<file path="src/rtl/mem_arbiter_pkg.sv">
// mem_arbiter_pkg: shared FSM state encodings, port ids and the default data-region base
package mem_arbiter_pkg;
  typedef enum logic [2:0] {IDLE, SERVE_I, SERVE_D, DONE_I, DONE_D} state_e;
  typedef enum logic {PORT_I, PORT_D} port_e;
  localparam logic [31:0] DATA_BASE_DEF = 32'h0000_1000;
endpackage

</file>
<file path="src/rtl/mem_arbiter_if.sv">
// mem_arbiter_if: fetch port, data port and shared-memory bus of the arbiter
//   fetch : if_read, if_addr -> if_rdata, if_busywait
//   data  : d_read, d_write, d_addr, d_wdata -> d_rdata, d_busywait
//   memory: mem_read, mem_write, mem_addr, mem_wdata, mem_byteen <- mem_rdata, mem_busywait
//   slave = arbiter view, master = requesters/memory view
interface mem_arbiter_if #(parameter int MEM_AW = 32);
  logic              if_read;
  logic [31:0]       if_addr;
  logic [31:0]       if_rdata;
  logic              if_busywait;
  logic              d_read;
  logic              d_write;
  logic [7:0]        d_addr;
  logic [7:0]        d_wdata;
  logic [7:0]        d_rdata;
  logic              d_busywait;
  logic              mem_read;
  logic              mem_write;
  logic [MEM_AW-1:0] mem_addr;
  logic [31:0]       mem_wdata;
  logic [3:0]        mem_byteen;
  logic [31:0]       mem_rdata;
  logic              mem_busywait;
  modport slave (
    input  if_read, if_addr, d_read, d_write, d_addr, d_wdata, mem_rdata, mem_busywait,
    output if_rdata, if_busywait, d_rdata, d_busywait,
           mem_read, mem_write, mem_addr, mem_wdata, mem_byteen
  );
  modport master (
    output if_read, if_addr, d_read, d_write, d_addr, d_wdata, mem_rdata, mem_busywait,
    input  if_rdata, if_busywait, d_rdata, d_busywait,
           mem_read, mem_write, mem_addr, mem_wdata, mem_byteen
  );
endinterface

</file>
<file path="src/rtl/mem_arbiter_byte_lane.sv">
// byte_lane: byte-lane helpers for the 8-bit data port on the 32-bit memory
//   lane_i   : byte lane (0 = bits [7:0])
//   byte_i   : store byte; rep_o = byte replicated on all four lanes
//   word_i   : memory word; byte_o = selected lane of word_i
//   onehot_o : byte enable with only lane_i set
module byte_lane (
  input  logic [1:0]  lane_i,
  input  logic [7:0]  byte_i,
  input  logic [31:0] word_i,
  output logic [3:0]  onehot_o,
  output logic [31:0] rep_o,
  output logic [7:0]  byte_o
);
  assign onehot_o = 4'b0001 << lane_i;
  assign rep_o    = {4{byte_i}};
  assign byte_o   = 8'(word_i >> {lane_i, 3'b000});
endmodule

</file>
<file path="src/rtl/mem_arbiter.sv">
// mem_arbiter: arbitrates a fetch port and a byte data port onto one shared memory
//   clk, reset : clock, synchronous active-high reset
//   bus        : fetch/data request ports and shared-memory master bus
module mem_arbiter
  import mem_arbiter_pkg::*;
#(
  parameter logic [31:0] DATA_BASE = DATA_BASE_DEF,
  parameter int          MEM_AW    = 32
) (
  input  logic clk,
  input  logic reset,
  mem_arbiter_if.slave bus
);
  state_e            state_q, state_d;
  port_e             last_grant_q, port_q, grant;
  logic [MEM_AW-1:0] addr_q;
  logic [7:0]        wdata_q;
  logic [1:0]        lane_q;
  logic              write_q;
  logic [31:0]       if_rdata_q;
  logic [7:0]        d_rdata_q;
  logic              d_req, any_req, serve, capture;
  logic [3:0]        lane_oh;
  logic [31:0]       wdata_rep;
  logic [7:0]        rbyte;

  assign d_req   = bus.d_read | bus.d_write;
  assign any_req = bus.if_read | d_req;
  // on a tie the port that did not win last time gets the memory
  assign grant   = (bus.if_read && d_req) ? (last_grant_q == PORT_I ? PORT_D : PORT_I)
                                          : (d_req ? PORT_D : PORT_I);
  assign serve   = state_q == SERVE_I || state_q == SERVE_D;
  assign capture = serve && !bus.mem_busywait && !write_q;

  byte_lane u_lane (
    .lane_i   (lane_q),
    .byte_i   (wdata_q),
    .word_i   (bus.mem_rdata),
    .onehot_o (lane_oh),
    .rep_o    (wdata_rep),
    .byte_o   (rbyte)
  );

  always_ff @(posedge clk)
    state_q <= reset ? IDLE : state_d;

  always_comb begin
    state_d = state_q;
    case (state_q)
      IDLE:    state_d = any_req ? (grant == PORT_D ? SERVE_D : SERVE_I) : IDLE;
      SERVE_I: state_d = bus.mem_busywait ? SERVE_I : DONE_I;
      SERVE_D: state_d = bus.mem_busywait ? SERVE_D : DONE_D;
      default: state_d = IDLE;
    endcase
  end

  always_comb begin
    bus.mem_read    = serve & ~write_q;
    bus.mem_write   = serve & write_q;
    bus.mem_addr    = serve ? addr_q : '0;
    bus.mem_byteen  = serve ? (write_q ? lane_oh : 4'b1111) : 4'b0000;
    bus.mem_wdata   = (serve && write_q) ? wdata_rep : 32'd0;
    bus.if_busywait = bus.if_read && state_q != DONE_I;
    bus.d_busywait  = d_req && state_q != DONE_D;
    bus.if_rdata    = if_rdata_q;
    bus.d_rdata     = d_rdata_q;
  end

  // request fields are latched at grant so requesters may change inputs mid-transaction
  always_ff @(posedge clk)
    if (reset) begin
      last_grant_q <= PORT_I;
      port_q       <= PORT_I;
      addr_q       <= '0;
      wdata_q      <= '0;
      lane_q       <= '0;
      write_q      <= 1'b0;
      if_rdata_q   <= '0;
      d_rdata_q    <= '0;
    end else if (state_q == IDLE && any_req) begin
      last_grant_q <= grant;
      port_q       <= grant;
      addr_q       <= grant == PORT_D ? MEM_AW'(DATA_BASE + {24'd0, bus.d_addr[7:2], 2'b00})
                                      : MEM_AW'(bus.if_addr);
      wdata_q      <= bus.d_wdata;
      lane_q       <= bus.d_addr[1:0];
      write_q      <= grant == PORT_D && bus.d_write;
    end else if (capture) begin
      if (port_q == PORT_I) if_rdata_q <= bus.mem_rdata;
      else d_rdata_q <= rbyte;
    end
endmodule

</file>
<file path="src/flat_wrapper.sv">
// flat-port wrapper written by rule: the top's interface ports become plain ports
module mem_arbiter_flat import mem_arbiter_pkg::*;
#(
  parameter logic [31:0] DATA_BASE = DATA_BASE_DEF,
  parameter int          MEM_AW    = 32
)
  (clk, reset, bus_if_read, bus_if_addr, bus_d_read, bus_d_write, bus_d_addr, bus_d_wdata, bus_mem_rdata, bus_mem_busywait, bus_if_rdata, bus_if_busywait, bus_d_rdata, bus_d_busywait, bus_mem_read, bus_mem_write, bus_mem_addr, bus_mem_wdata, bus_mem_byteen);
  mem_arbiter_if #(.MEM_AW(MEM_AW)) bus_i ();
  input  logic clk;
  input  logic reset;
  input wire logic [$bits(bus_i.if_read)-1:0] bus_if_read;
  input wire logic [$bits(bus_i.if_addr)-1:0] bus_if_addr;
  input wire logic [$bits(bus_i.d_read)-1:0] bus_d_read;
  input wire logic [$bits(bus_i.d_write)-1:0] bus_d_write;
  input wire logic [$bits(bus_i.d_addr)-1:0] bus_d_addr;
  input wire logic [$bits(bus_i.d_wdata)-1:0] bus_d_wdata;
  input wire logic [$bits(bus_i.mem_rdata)-1:0] bus_mem_rdata;
  input wire logic [$bits(bus_i.mem_busywait)-1:0] bus_mem_busywait;
  output wire logic [$bits(bus_i.if_rdata)-1:0] bus_if_rdata;
  output wire logic [$bits(bus_i.if_busywait)-1:0] bus_if_busywait;
  output wire logic [$bits(bus_i.d_rdata)-1:0] bus_d_rdata;
  output wire logic [$bits(bus_i.d_busywait)-1:0] bus_d_busywait;
  output wire logic [$bits(bus_i.mem_read)-1:0] bus_mem_read;
  output wire logic [$bits(bus_i.mem_write)-1:0] bus_mem_write;
  output wire logic [$bits(bus_i.mem_addr)-1:0] bus_mem_addr;
  output wire logic [$bits(bus_i.mem_wdata)-1:0] bus_mem_wdata;
  output wire logic [$bits(bus_i.mem_byteen)-1:0] bus_mem_byteen;
  assign bus_i.if_read = bus_if_read;
  assign bus_i.if_addr = bus_if_addr;
  assign bus_i.d_read = bus_d_read;
  assign bus_i.d_write = bus_d_write;
  assign bus_i.d_addr = bus_d_addr;
  assign bus_i.d_wdata = bus_d_wdata;
  assign bus_i.mem_rdata = bus_mem_rdata;
  assign bus_i.mem_busywait = bus_mem_busywait;
  assign bus_if_rdata = bus_i.if_rdata;
  assign bus_if_busywait = bus_i.if_busywait;
  assign bus_d_rdata = bus_i.d_rdata;
  assign bus_d_busywait = bus_i.d_busywait;
  assign bus_mem_read = bus_i.mem_read;
  assign bus_mem_write = bus_i.mem_write;
  assign bus_mem_addr = bus_i.mem_addr;
  assign bus_mem_wdata = bus_i.mem_wdata;
  assign bus_mem_byteen = bus_i.mem_byteen;
  mem_arbiter #(.DATA_BASE(DATA_BASE), .MEM_AW(MEM_AW)) u_core (.clk(clk), .reset(reset), .bus(bus_i));
endmodule
</file>
<file path="config.mk">
export PLATFORM = sky130hd
export DESIGN_NAME = mem_arbiter_flat
export DESIGN_NICKNAME = d
export VERILOG_FILES = /design/src/rtl/mem_arbiter_pkg.sv /design/src/rtl/mem_arbiter_if.sv /design/src/rtl/mem_arbiter_byte_lane.sv /design/src/rtl/mem_arbiter.sv /design/src/flat_wrapper.sv
export SDC_FILE = /design/constraint.sdc
export NUM_CORES = 1
export LEC_CHECK = 0
export BUFFER_PORTS_ARGS = -buffer_cell sky130_fd_sc_hd__buf_2
export CORE_ASPECT_RATIO = 1.4
export CORE_MARGIN = 10
export CORE_UTILIZATION = 35
export DETAILED_ROUTE_END_ITERATION = 7
export HOLD_SLACK_MARGIN = 0.15
export PLACE_DENSITY = 0.59
export SYNTH_ARGS = -nofsm -noshare
export SYNTH_HDL_FRONTEND = slang
export SYNTH_HIERARCHICAL = 1
export SYNTH_SLANG_ARGS = --single-unit
</file>
<file path="constraint.sdc">
create_clock -name clk -period 3.2 [get_ports clk]
set_clock_uncertainty 0.05 [all_clocks]
set_input_delay 0.32 -clock clk [delete_from_list [all_inputs] [get_ports clk]]
set_output_delay 0.32 -clock clk [all_outputs]
set_load 0.03 [all_outputs]
</file>
# Word level (Yosys, flattened, before mapping)
# Index checks and enable logic that the tools add are counted.
[op_classes]
n_addsub = 1
eq_ne = 4
shift = 2
mux = 13
bitwise = 7
reduce_logical = 14
[ops]
columns = ["operator", "count"]
rows = [
  ["$mux 32", 3],
  ["$shr 32x5->8", 1],
  ["$add 13x8->14 const A", 1],
  ["$pmux 3 s3", 1],
  ["$logic_and 1x1->1", 8],
  ["$mux 4", 2],
  ["$mux 3", 2],
  ["$reduce_and 3->1", 2],
  ["$mux 2", 2],
  ["$shl 1x2->4 const A", 1],
  ["$eq 3x1->1 const B", 1],
  ["$eq 3x2->1 const B", 1],
  ["$logic_not 3->1", 1],
  ["$mux 1", 3],
  ["$ne 3x2->1 const B", 1],
  ["$ne 3x3->1 const B", 1],
  ["$not 1->1", 3],
  ["$and 1x1->1", 2],
  ["$logic_not 1->1", 2],
  ["$or 1x1->1", 2],
  ["$logic_or 1x1->1", 1],
]
[word_totals]
register_bits = 87
input_bits = 86
out_inout_bits = 112

# Depth between registers and ports, before layout
[logic_depth]
depth_word = 6
mapped_depth = 6

# By module
# Netlist, hierarchy kept.
[by_module_without_submodules]
columns = ["mod", "n_inst", "cells_per_inst", "area_per_inst_um2"]
rows = [
  ["mem_arbiter", 1, 500, 3966.3],
  ["byte_lane", 1, 46, 467.9],
]

# Least setup slack after synthesis
# Ideal clock, no wire load.
[synth_path]
path_type = "register to output"
startpoint = "reg u_core.state_q[1]"
endpoint = "out bus_mem_wdata[14]"
arrival_time_ps = 1503
required_time_ps = 2830
path_slack_ps = 1327
path_stages_with_launch = 7
path_cell_list = "dfxtp_1 buf_6 xnor2_1 nor2_1 clkbuf_1 clkbuf_1 and3_1"
[synth_between]
elab_chain_cells = 4
elab_cells_between_ends = 5
[synth_rtl]
columns = ["element", "line_no", "rtl"]
rows = [
  ["start, declared", "mem_arbiter.sv:14", "state_e state_q, state_d;"],
  ["start signal, assigned", "mem_arbiter.sv:45", "state_q <= reset ? IDLE : state_d;"],
  ["$eq 3x1->1 or $eq 3x2->1 (tied branches)", "mem_arbiter.sv:32", "assign serve = state_q == SERVE_I || state_q == SERVE_D;"],
  ["$logic_or 1x1->1 *", "mem_arbiter.sv:32", ""],
  ["$logic_and 1x1->1 *", "mem_arbiter.sv:62", "bus.mem_wdata = (serve && write_q) ? wdata_rep : 32'd0;"],
  ["$mux 32 *", "mem_arbiter.sv:62", ""],
  ["end, declared", "flat_wrapper.sv:26", "output wire logic [$bits(bus_i.mem_wdata)-1:0] bus_mem_wdata;"],
]
# Every way passes the cells marked *; elsewhere a longest branch is shown, timed or not.

# Worst setup path in the final report
[layout_path]
startpoint = "reg u_core.state_q[0]"
endpoint = "out bus_mem_addr[26]"
[layout_between]
elab_chain_cells = 3
elab_cells_between_ends = 4
[layout_rtl]
columns = ["element", "line_no", "rtl"]
rows = [
  ["$eq 3x1->1 or $eq 3x2->1 (tied branches)", "mem_arbiter.sv:32", ""],
  ["$logic_or 1x1->1 *", "mem_arbiter.sv:32", ""],
  ["$mux 32 *", "mem_arbiter.sv:60", "bus.mem_addr = serve ? addr_q : '0;"],
  ["end, declared", "flat_wrapper.sv:25", "output wire logic [$bits(bus_i.mem_addr)-1:0] bus_mem_addr;"],
]
# Marked as above.

==> key figures <==
Status
  • Status: finished clean

Die
  • Area of the die: 17640 µm²
  • Starting Density: 0.3584
  • CORE AREA: 12370 µm²
  • Die span in y: 153.2 µm
  • Ports: 198
  • # rows: 48
  • Die width: 115.1 µm

Clock network
  • Worst-Skew Late Latency: 0.33 ns
  • CTS tree: yes
  • Clock buffer depth: 2
  • Hold_buf cts: 0
  • Clock tree root buffer cell: clkbuf_16
  • Clock Sinks: 87
  • Post-CTS Setup Bufs: 0
  • Reg clk slew, reported paths: 0.06 ns
  • H-tree levels: 3
  • Number of buffers created by CTS: 9
  • Number of gates resized after CTS: 0

Timing
  • Crit share post-route: 0.8861
  • Endpoints failing setup: 0
  • Fin. max-slew vios: 0
  • Worst-Margin Slew: 1.245 ns
  • Final hold vios: 0
  • RSZ-0062 raised after global routing: no
  • Setup TNS: 0 ns
  • Worst relative slew slack: 0.1649
  • Final hold slack: 0.1737 ns
  • Minimum clock period: 2.835 ns
  • Max Clk Rate: 352.7 MHz

Synth
  • Mapped Cells: 546
  • Top-count cell post-synth: dfxtp_1
  • Largest area contributor in the netlist: dfxtp_1
  • Post-synthesis register bit count: 87
  • Post-synthesis cell area: 4434 µm²
  • Seq/Total Area, Yosys: 0.3928
  • Top-area cell type share of the netlist area: 0.3928
  • EDFF count, synth: 0
  • Avg Cell Area, Syn: 8.121 µm²
  • Synth warn: 6
  • Top post-synthesis cells by count: dfxtp_1 (87), a21oi_1 (84), o21ai_0 (77)
  • Fraction of registers with async set/reset: 0
  • Ranking of synthesized cells by area: dfxtp_1 (39%), a21oi_1 (9.5%), o21ai_0 (8.7%), nand3_1 (5.8%), buf_4 (5.4%)
  • Synth cell types: 38
  • Mapped Nets: 632
  • Main synth FF type: dfxtp_1

Setup path
  • Critical path type: flip-flop to primary output
  • Worst path required time: 2.83 ns
  • Crit path capture type: primary output
  • Worst-path fanout max: 53
  • CP arrival: 2.47 ns
  • Worst setup SP type: flip-flop
  • CP max stage delay: 0.72 ns
  • Buf/Inv on CP: 2
  • Max stage delay cell, worst path: nor2_4
  • CP cell instances: xnor2_2 > nor2_4 > buf_4 > and2_1 > buf_2
  • CP delay by family, top: simple AND/OR/NAND/NOR gates

Layout
  • Final instance area: 5555 µm²
  • Share of layout cells above drive strength 1: 0.3560
  • Ant diodes: 0
  • Fill cells: 1263
  • Final net count: 759
  • P&R area growth vs syn: 25.28%
  • Register area: 1742 µm²
  • Area of the multi-input gates: 2208 µm²

Power
  • Sw Pwr: 1.176 mW
  • Clock power share: 0.334
  • Power per standard cell area: 598.6 nW/µm²
  • Peak supply drop: 346.1 µV
  • Sequential power share: 0.379
  • Sw frac: 0.3536
  • Pleak: 2.575 nW
  • Comb pwr share: 0.287
  • P_int: 2.149 mW

Place
  • Final HPWL DP: 11290 µm
  • Final Wtd Congestion: 0.8185
  • Input/output buffers: 197
  • Placed cell area: 5244 µm²

Route
  • Pre-antenna DRT Iters: 8
  • Final wirelength: 15240 µm
  • DRC Markers: 0
  • Routed Antenna Nets: 0
  • Iter 0 DRT Violations: 187
  • DR vias/cell: 5.416
  • Via Count: 4479
  • Wirelength per Cell: 18.42 µm

Worst hold path
  • Worst Hold Class: input port to flip-flop

Global route
  • Total track usage: 0.1633
  • Antenna violations before repair: 0
  • Number of global-route vias before repair: 4453
  • First-pass GRT wire length: 23770 µm
  • Largest net degree at the start of global routing: 54
  • Grt total ovfl: 0

Run
  • Max-Cap Viols: 0
## per-layer routing
metal,track usage,wire length [µm],up-vias
met3,0.06894,1559,15
met4,0.05260,268,0
li1,-,-,2188
met5,0,0,-
met2,0.2629,7313,164
met1,0.1894,6094,2112
## cell usage in the layout (no fill, tap or decap), types with 2 or more instances in the layout
cell type,netlist,routed
a21oi_1,84,84
a221o_1,6,6
and2_1,34,34
and3_1,32,32
buf_2,3,197
buf_4,32,11
bufinv_16,0,2
clkbuf_16,0,9
clkinv_2,0,2
dfxtp_1,87,87
inv_1,10,10
mux4_1,2,2
mux4_2,6,6
nand2b_1,2,2
nand3_1,51,51
nand4_1,25,25
nor2_1,5,4
nor2b_1,2,2
nor3_1,10,8
nor3_2,0,2
o21ai_0,77,77
or4_1,3,3
## metrics by stage
| stage | std cells | utilization | setup slack (ns) | power [mW] |
|---|---|---|---|---|
| 4_1_cts | 827 | 0.4490 | 0.4062 | 3.356 |
| 6_report | 827 | 0.4490 | 0.3645 | 3.325 |
| 3_5_place_dp | 812 | 0.4238 | 0.7938 | 2.237 |
| 5_1_grt | 827 | 0.4490 | 0.1701 | 3.491 |
| 2_1_floorplan | 546 | - | 1.327 | 1.994 |
| 3_3_place_gp | 812 | 0.4238 | 0.9266 | 2.214 |
## cells by family after synthesis
logic type	share of synthesized area
mux	0.04458
xor+xnor	0.003951
buf+inv	0.1194
compound gates	0.2054
simple gates	0.2339
flops	0.3928
## area by class of cell
cell class	count	share of cell area
Tap cell	150	0.03378
Inverter	10	0.006757
Sequential cell	87	0.3135
Clock inverter	6	0.01554
Multi-Input combinational cell	357	0.3975
Clock buffer	9	0.04054
Timing Repair Buffer	208	0.1923
## state kept, by name, summed over array words and instances (netlist names)
| signal | count |
|---|---|
| u_core/lane_q | 2 |
| u_core/bus.d_rdata | 8 |
| u_core/write_q | 1 |
| u_core/port_q | 1 |
| u_core/bus.if_rdata | 32 |
| u_core/state_q | 3 |
| u_core/addr_q | 32 |
| u_core/wdata_q | 8 |
## power groups by stage
| stage | Sequential, mW | Combinational (mW) | Clock (mW) |
|---|---|---|---|
| floorplan | 1.32 | 0.672 | 0 |
| global placement | 1.28 | 0.935 | 0 |
| detailed placement | 1.29 | 0.952 | 0 |
| CTS | 1.26 | 0.954 | 1.14 |
| global route | 1.28 | 1.04 | 1.17 |
| finish | 1.26 | 0.954 | 1.11 |
## worst register-to-register path: cells and delay by family, from the launching register on
family,cells,cell delay (ns)
simple gates,1,1.00
flops,1,0.47
compound gates,2,0.47
## worst paths after layout
kind / startpoint / cells after the start / slack [ns] / end
max: u_core/state_q[0]$_SDFF_PP0_ / 5 / 0.36 / bus_mem_addr[26]
min: bus_if_addr[5] / 2 / 0.17 / u_core/addr_q[5]$_SDFFE_PP0P_
max reg2reg: u_core/state_q[2]$_SDFF_PP0_ / 3 / 1.07 / u_core/bus.if_rdata[16]$_SDFFE_PP0P_
min reg2reg: u_core/addr_q[31]$_SDFFE_PP0P_ / 2 / 0.42 / u_core/addr_q[31]$_SDFFE_PP0P_
(Power assumes the default switching activity.)
